==> src/rtl/qeciphy_rx_slide_aligner.sv <==
// RX word aligner: pulses the GTX rxslide until the K28.5 comma sits in
// byte 0, then holds lock while watching for comma drift and code errors.
module qeciphy_rx_slide_aligner #(
    parameter logic [7:0] COMMA         = 8'hBC,
    parameter int         SLIDE_WAIT    = 32,
    parameter int         SEARCH_WINDOW = 256,
    parameter int         MAX_SLIDES    = 40,
    parameter int         LOCK_COUNT    = 8,
    parameter int         ERR_LIMIT     = 4
) (
    input  logic        clk,
    input  logic        rst,
    input  logic        rx_resetdone,
    input  logic [31:0] rx_data,
    input  logic [3:0]  rx_charisk,
    input  logic [3:0]  rx_disperr,
    input  logic [3:0]  rx_notintable,
    output logic        rx_slide,
    output logic        aligned,
    output logic        align_fail,
    output logic [5:0]  slide_count
);
    localparam int WW = $clog2(SEARCH_WINDOW) + 1;
    localparam int TW = $clog2(SLIDE_WAIT) + 1;
    localparam int OW = $clog2(LOCK_COUNT) + 1;
    localparam int EW = $clog2(ERR_LIMIT) + 1;
    localparam logic [WW-1:0] WIN_LAST   = WW'(SEARCH_WINDOW - 1);
    localparam logic [TW-1:0] WAIT_LAST  = TW'(SLIDE_WAIT - 1);
    localparam logic [OW-1:0] OK_LAST    = OW'(LOCK_COUNT - 1);
    localparam logic [EW-1:0] ERR_LAST   = EW'(ERR_LIMIT - 1);
    localparam logic [5:0]    SLIDE_LAST = 6'(MAX_SLIDES - 1);

    typedef enum logic [2:0] {
        IDLE, SEARCH, SLIDE, WAIT, VERIFY, LOCKED
    } state_t;

    state_t        state;
    logic [31:0]   data_q;
    logic [3:0]    k_q;
    logic [3:0]    err_q;
    logic          done_q;
    logic [WW-1:0] win_cnt;
    logic [TW-1:0] wait_cnt;
    logic [OW-1:0] ok_cnt;
    logic [EW-1:0] err_cnt;
    logic          comma0;
    logic          comma_other;
    logic          code_err;
    logic          good;
    logic          bad;

    always_ff @(posedge clk or posedge rst) begin
        if (rst) begin
            data_q <= '0;
            k_q    <= '0;
            err_q  <= '0;
            done_q <= 1'b0;
        end else begin
            data_q <= rx_data;
            k_q    <= rx_charisk;
            err_q  <= rx_disperr | rx_notintable;
            done_q <= rx_resetdone;
        end
    end

    always_comb begin
        comma0      = k_q[0] && (data_q[7:0] == COMMA);
        comma_other = 1'b0;
        for (int i = 1; i < 4; i++) begin
            if (k_q[i] && (data_q[8*i +: 8] == COMMA)) comma_other = 1'b1;
        end
        code_err = |err_q;
        // a comma carrying a code error is an error, never a good comma
        good     = comma0 && !code_err;
        bad      = comma_other || code_err;
    end

    always_ff @(posedge clk or posedge rst) begin
        if (rst) begin
            state       <= IDLE;
            win_cnt     <= '0;
            wait_cnt    <= '0;
            ok_cnt      <= '0;
            err_cnt     <= '0;
            rx_slide    <= 1'b0;
            aligned     <= 1'b0;
            align_fail  <= 1'b0;
            slide_count <= '0;
        end else begin
            rx_slide   <= 1'b0;
            align_fail <= 1'b0;
            if (state != IDLE && !done_q) begin
                state       <= IDLE;
                aligned     <= 1'b0;
                win_cnt     <= '0;
                wait_cnt    <= '0;
                ok_cnt      <= '0;
                err_cnt     <= '0;
                slide_count <= '0;
            end else begin
                unique case (state)
                    IDLE: begin
                        win_cnt     <= '0;
                        wait_cnt    <= '0;
                        ok_cnt      <= '0;
                        err_cnt     <= '0;
                        slide_count <= '0;
                        if (done_q) state <= SEARCH;
                    end
                    SEARCH: begin
                        if (good) begin
                            state   <= VERIFY;
                            ok_cnt  <= OW'(1);
                            win_cnt <= '0;
                        end else if (comma_other || win_cnt == WIN_LAST) begin
                            state    <= SLIDE;
                            rx_slide <= 1'b1;
                        end else begin
                            win_cnt <= win_cnt + 1'b1;
                        end
                    end
                    SLIDE: begin
                        if (slide_count == SLIDE_LAST) begin
                            align_fail  <= 1'b1;
                            slide_count <= '0;
                            state       <= IDLE;
                        end else begin
                            slide_count <= slide_count + 1'b1;
                            wait_cnt    <= '0;
                            state       <= WAIT;
                        end
                    end
                    WAIT: begin
                        if (wait_cnt == WAIT_LAST) begin
                            state   <= SEARCH;
                            win_cnt <= '0;
                        end else begin
                            wait_cnt <= wait_cnt + 1'b1;
                        end
                    end
                    VERIFY: begin
                        if (bad) begin
                            state    <= SLIDE;
                            rx_slide <= 1'b1;
                        end else if (comma0) begin
                            win_cnt <= '0;
                            ok_cnt  <= ok_cnt + 1'b1;
                            if (ok_cnt == OK_LAST) begin
                                state   <= LOCKED;
                                aligned <= 1'b1;
                                err_cnt <= '0;
                            end
                        end else if (win_cnt == WIN_LAST) begin
                            state   <= SEARCH;
                            win_cnt <= '0;
                        end else begin
                            win_cnt <= win_cnt + 1'b1;
                        end
                    end
                    LOCKED: begin
                        if (bad) begin
                            if (err_cnt == ERR_LAST) begin
                                state       <= SEARCH;
                                aligned     <= 1'b0;
                                slide_count <= '0;
                                err_cnt     <= '0;
                                ok_cnt      <= '0;
                                win_cnt     <= '0;
                            end else begin
                                err_cnt <= err_cnt + 1'b1;
                            end
                        end else if (comma0) begin
                            err_cnt <= '0;
                        end
                    end
                    default: state <= IDLE;
                endcase
            end
        end
    end
endmodule
==> config.mk <==
export PLATFORM = sky130hd
export DESIGN_NAME = qeciphy_rx_slide_aligner
export DESIGN_NICKNAME = d
export VERILOG_FILES = /design/src/rtl/qeciphy_rx_slide_aligner.sv
export SDC_FILE = /design/constraint.sdc
export NUM_CORES = 1
export LEC_CHECK = 0
export ABC_CLOCK_PERIOD_IN_PS = 3490
export CAP_MARGIN = 10
export CORE_MARGIN = 4
export CORE_UTILIZATION = 55
export CTS_BUF_LIST = sky130_fd_sc_hd__clkbuf_8
export CTS_CLUSTER_DIAMETER = 50
export DETAILED_ROUTE_END_ITERATION = 10
export GPL_TIMING_DRIVEN = 0
export PLACE_DENSITY_LB_ADDON = 0.1
export SKIP_LAST_GASP = 1
export SLEW_MARGIN = 20
export SYNTH_ARGS = -nofsm -noshare
export SYNTH_HDL_FRONTEND = slang
export SYNTH_SLANG_ARGS = --single-unit
==> constraint.sdc <==
create_clock -name clk -period 3.49 [get_ports clk]
set_input_delay 0.698 -clock clk [delete_from_list [all_inputs] [get_ports clk]]
set_output_delay 0.698 -clock clk [all_outputs]
set_load 0.01 [all_outputs]
# Yosys cells after proc, flatten, opt, wreduce, memory -nomap -nowiden
# Cells that the tools add are included.
# op_classes
n_addsub	5
n_bitwise	1
reduce_logical	26
n_eq_ne	29
muxes	65
# ops
operator	count
two-way mux 9 bit	9
two-way mux 3 bit	18
one-hot mux 9 bit (5 select lines)	1
two-way mux 6 bit	7
one-hot mux 6 bit (3 select lines)	2
== test 8 bit (second input constant)	4
!= test 3 bit (second input constant)	10
two-way mux 4 bit	6
one-hot mux 3 bit (6 select lines)	1
AND reduction 6 bit	3
two-way mux 1 bit	16
one-hot mux 4 bit (4 select lines)	1
adder 6 x 1 -> 6 bit (second input constant)	2
!= test 4 bit (second input constant)	3
nonzero test 4 bit	3
!= test 5 bit (second input constant)	2
adder 9 x 1 -> 9 bit (second input constant)	1
== test 3 x 2 -> 1 bit (second input constant)	3
== test 9 x 8 -> 1 bit (second input constant)	1
one-hot mux 3 bit (3 select lines)	1
AND reduction 7 bit	1
== test 3 bit (second input constant)	2
== test 6 x 5 -> 1 bit (second input constant)	1
== test 6 bit (second input constant)	1
other kinds (17)	27
# word_totals
word_cells	139
ff_bits	75
output_inout_bits	9

# Longest topological paths before layout
# depth
ltp_word	10
mapped_depth	10
depth_no_buf	10

# Worst setup path before layout
# No wires, ideal clock.
# synth_path
path_kind	flip-flop to flip-flop
startpoint	register win_cnt[0]
endpoint	register state[0]
path_stages_with_launch	11
t_required_ns	3.365
synth_period_minus_slack_ns	2.657
path_buffers	0
setup_slack_ns	0.833
t_arrival_ns	2.532
path_cell_list	dfrtp_1 -> ha_1 -> and3_1 -> and3_1 -> nand3_1 -> inv_1 -> ha_1 -> or4_2 -> a21oi_1 -> nor3_1 -> mux2_2
# synth_via
elab_chain_cells	4
# synth_lines
item	line	source
start: declaration	42	logic [WW-1:0] win_cnt;
start signal: assignment	119	win_cnt <= win_cnt + 1'b1;
start signal: assignment	157	win_cnt <= win_cnt + 1'b1;
== test 9 x 8 -> 1 bit *	115, 153	
logical OR 1 bit	115	end else if (comma_other || win_cnt == WIN_LAST) begin
!= test 4 bit (no source line)	n/a	
AND reduction 7 bit (no source line) *	n/a	
end signal: assignment	112	state <= VERIFY;
end signal: assignment	116	state <= SLIDE;
end signal: assignment	154	state <= SEARCH;
end: declaration	37	state_t state;
# Mark *: on every way between the ends. The rest lies on a longest branch, timed or not.
# A chain may end at the register's enable or synchronous reset.

# Worst setup path after layout
# layout_path
startpoint	register win_cnt[0]
endpoint	register win_cnt[4]
# layout_via
elab_chain_cells	6
# layout_lines
item	line	source
adder 9 x 1 -> 9 bit / == test 9 x 8 -> 1 bit (equally long branches)	n/a	
two-way mux 9 bit	153	end else if (win_cnt == WIN_LAST) begin
two-way mux 9 bit	145	end else if (comma0) begin
two-way mux 9 bit	142	if (bad) begin
one-hot mux 9 bit (5 select lines)	101	unique case (state)
two-way mux 9 bit	92	if (state != IDLE && !done_q) begin
# Parallel ways exist; a longest one is shown, timed or not. The select of a mux whose other input is x is not followed.

==> impl_metrics.json <==
{
  "power_mw": 2.16,
  "highest_layer": "met4",
  "worst_slew_pin_slew_ns": 0.873,
  "grt_setup_unrepaired": "no",
  "maxCapViolCount": 0,
  "power_density_nw_per_um2": 518,
  "worstPathMaxFanout": 8,
  "syn_nets": 351,
  "cp.required_ns": 3.75,
  "yosys.area.top_type": "dfrtp_1",
  "startpoint_type": "flip-flop",
  "synth_commonest_cells": "dfrtp_1, nand2_1, o21ai_0",
  "critPathBufInv": 1,
  "synth.distinct_cells": 56,
  "timing.final.hold_violations": 0,
  "drt-initial-drc-count": 232,
  "status": "completed",
  "setup_viol": 0,
  "routed_wl_um": 6450,
  "cts-resized-gates": 0,
  "grt_pass1_vias": 2342,
  "crit_arrival_ns": 3.27,
  "gp_congestion": 0.879,
  "hp-class": "reg2reg",
  "path_cells": "ha_1 > and3_1 > and3_1 > nand3_1 > inv_1 > ha_1 > or4_2 > nor2_1 > a21oi_1 > a31oi_1",
  "dieArea_um2": 7300,
  "ant_nets": 0,
  "synth_edf_count": 0,
  "reg2reg_depth": 10,
  "final_max_slew_viol_count": 0,
  "die-width_um": 85.4,
  "p_switching_mw": 0.626,
  "drc_errors": 0,
  "switching_share": 0.290,
  "timing.final.crit_share": 0.862,
  "grt_max_degree": 43,
  "numCtsBuffers": 9,
  "critical_path_class": "reg2reg",
  "synth_area_um2": 3300,
  "synthTopCellsByArea": "dfrtp_1, o21ai_0, ha_1",
  "avgSynthCellArea_um2": 11.1,
  "core_um2": 5680,
  "clock-root-buffer": "clkbuf_8",
  "yosys_warnings": 0,
  "std_cell_rows": 27,
  "h-tree-depth": 3,
  "reg2reg_slack_ns": 0.48,
  "p_leak_nw": 1.80,
  "slowest_stage": "or4_2",
  "synth_most_common_cell": "dfrtp_1",
  "seq_power_share": 0.454,
  "clk_pin_slew_worst_paths_ns": 0.08,
  "r2r_start": "win_cnt[0]$_DFFE_PP0P_",
  "synth_seq_cells": 75,
  "nets": 418,
  "viasPerCell": 5.77,
  "synth_flop_cell": "dfrtp_1",
  "pwr-share-comb": 0.226,
  "clk_latency_ns": 0.34,
  "internal-power_mw": 1.53,
  "io_buffers": 55,
  "cpPeakStageDelay_ns": 0.73,
  "relSlewSlack": 0.414,
  "synth_sequential_area_ratio": 0.569,
  "worstSetupStartpoint": "win_cnt[0]$_DFFE_PP0P_",
  "cp-end-kind": "flip-flop",
  "cts_setup_buffers": 0,
  "fmax_ghz": 0.332,
  "fp.dieH_um": 85.4,
  "holdPathStages": 1,
  "power_frac_clock": 0.320,
  "wl_met2_um": 3110,
  "cts_sinks": 75,
  "initial_core_util": 0.581,
  "gr-usage-all-layers": 0.187,
  "cts_tree": "yes",
  "synthArstFlopShare": 1.00,
  "syn_to_final_growth_pct": 26.5,
  "wl_per_cell_um": 14.6,
  "critPathTopFamily": "simple AND/OR/NAND/NOR gates",
  "drive_gt1_frac": 0.125,
  "antenna_found_initial": 0,
  "clock_path_buffers": 2,
  "num_io_pins": 56,
  "grt_overflow": 0,
  "routed-wl-met3_um": 381,
  "dp_hpwl_um": 4720,
  "holdWs_ns": 0.489,
  "drt_pass1_iterations": 5,
  "worstHoldStart": "err_cnt[0]$_DFFE_PP0P_",
  "holdPathEnd": "err_cnt[0]$_DFFE_PP0P_",
  "synthCells": 297,
  "timing.rr.end": "win_cnt[4]$_DFFE_PP0P_",
  "finalCriticalPeriod_ns": 3.01,
  "fin_skew_ns": 0.00538,
  "cts_hold_buf": 0,
  "antenna_cells": 0,
  "met1Wirelength_um": 2860,
  "ir_drop_mv": 0.443,
  "setup_tns_ns": 0,
  "synth_top_area_share": 0.569,
  "grt_pass1_wl_um": 10700,
  "vias": 2543
}
layout by cell type, fill, tap and decap left out, types with 3 or more instances in the layout:
cell type        count
ha_1                 7
nor2_1              19
and2b_2              3
clkbuf_8            12
clkbuf_1             4
inv_1                9
or3_1                5
nor3b_1              5
a211o_1              3
or2_2                6
o31ai_1              5
and3_1               6
mux2_2               3
nor3_1               6
nand3_1             14
o21ai_0             21
nor4_1               3
nand2b_1             6
and4b_1              3
clkdlybuf4s50_1     55
nand2_1             22
nand4_1              6
a31oi_1              7
dfrtp_1             75
a21oi_1             17
layout make-up:
class                           instances  area (um2)
Buffer                                  7        51.3
Clock buffer                           11         151
Clock inverter                          5        60.1
Fill cell                             417        1500
Inverter                               10        40.0
Multi-Input combinational cell        205        1330
Sequential cell                        75        1880
Tap cell                               72        90.1
Timing Repair Buffer                   56         571
worst reg2reg max path, stage by stage (launching register included):
cell,delay [ns]
dfrtp_1,0.41
ha_1,0.24
and3_1,0.21
and3_1,0.21
nand3_1,0.12
inv_1,0.05
ha_1,0.21
or4_2,0.73
nor2_1,0.44
a21oi_1,0.13
a31oi_1,0.17
cells by family (layout without fill, tap and decap cells):
logic type | Yosys count | after routing | synth area share
flip-flops | 75 | 75 | 0.569
multiplexers | 6 | 6 | 0.0209
AO/OA/AOI/OAI | 73 | 73 | 0.149
AND/OR/NAND/NOR | 118 | 118 | 0.205
adder cells (fa/ha/maj) | 7 | 7 | 0.0266
buffers and inverters | 17 | 89 | 0.0269
XOR/XNOR | 1 | 1 | 0.00266
metal layers:
metal  track usage  up-vias
met1         0.242     1210
met2         0.306       92
li1              -     1229
met3        0.0505       12
met5             0        -
met4        0.0561        0
how the worst max path moves through the flow:
stage	end	slack, ns	cells past startpoint
after floorplan	state[0]$_DFFE_PP0P_	0.83	10
after global placement	slide_count[5]$_DFFE_PP0P_	-0.20	2
final	win_cnt[4]$_DFFE_PP0P_	0.48	10
after CTS	win_cnt[4]$_DFFE_PP0P_	0.47	10
after detailed placement	win_cnt[4]$_DFFE_PP0P_	0.50	10
after global routing	win_cnt[4]$_DFFE_PP0P_	0.28	10
registers in the layout, indices dropped and copies added, names as in the netlist:
| register | cells |
|---|---|
| err_cnt | 3 |
| k_q | 4 |
| aligned | 1 |
| data_q | 32 |
| slide_count | 6 |
| align_fail | 1 |
| done_q | 1 |
| err_q | 4 |
| state | 3 |
| rx_slide | 1 |
| win_cnt | 9 |
| ok_cnt | 4 |
| wait_cnt | 6 |
through the flow:
step	utilization	instances	setup WS (ns)	cell area [um2]
2_1_floorplan	-	297	0.833	3300
3_3_place_gp	0.694	424	-0.196	3940
3_5_place_dp	0.698	425	0.495	3960
4_1_cts	0.735	441	0.475	4170
5_1_grt	0.735	441	0.284	4170
6_report	0.735	441	0.480	4170
power by group through the flow:
stage	registers [mW]	clock network [mW]	logic [mW]
after floorplan	0.987	0	0.337
after global placement	0.993	0	0.470
after detailed placement	0.997	0	0.481
after CTS	0.979	0.704	0.484
after global routing	0.988	0.749	0.542
final	0.980	0.691	0.487
Power figures use the tool's default switching activity.
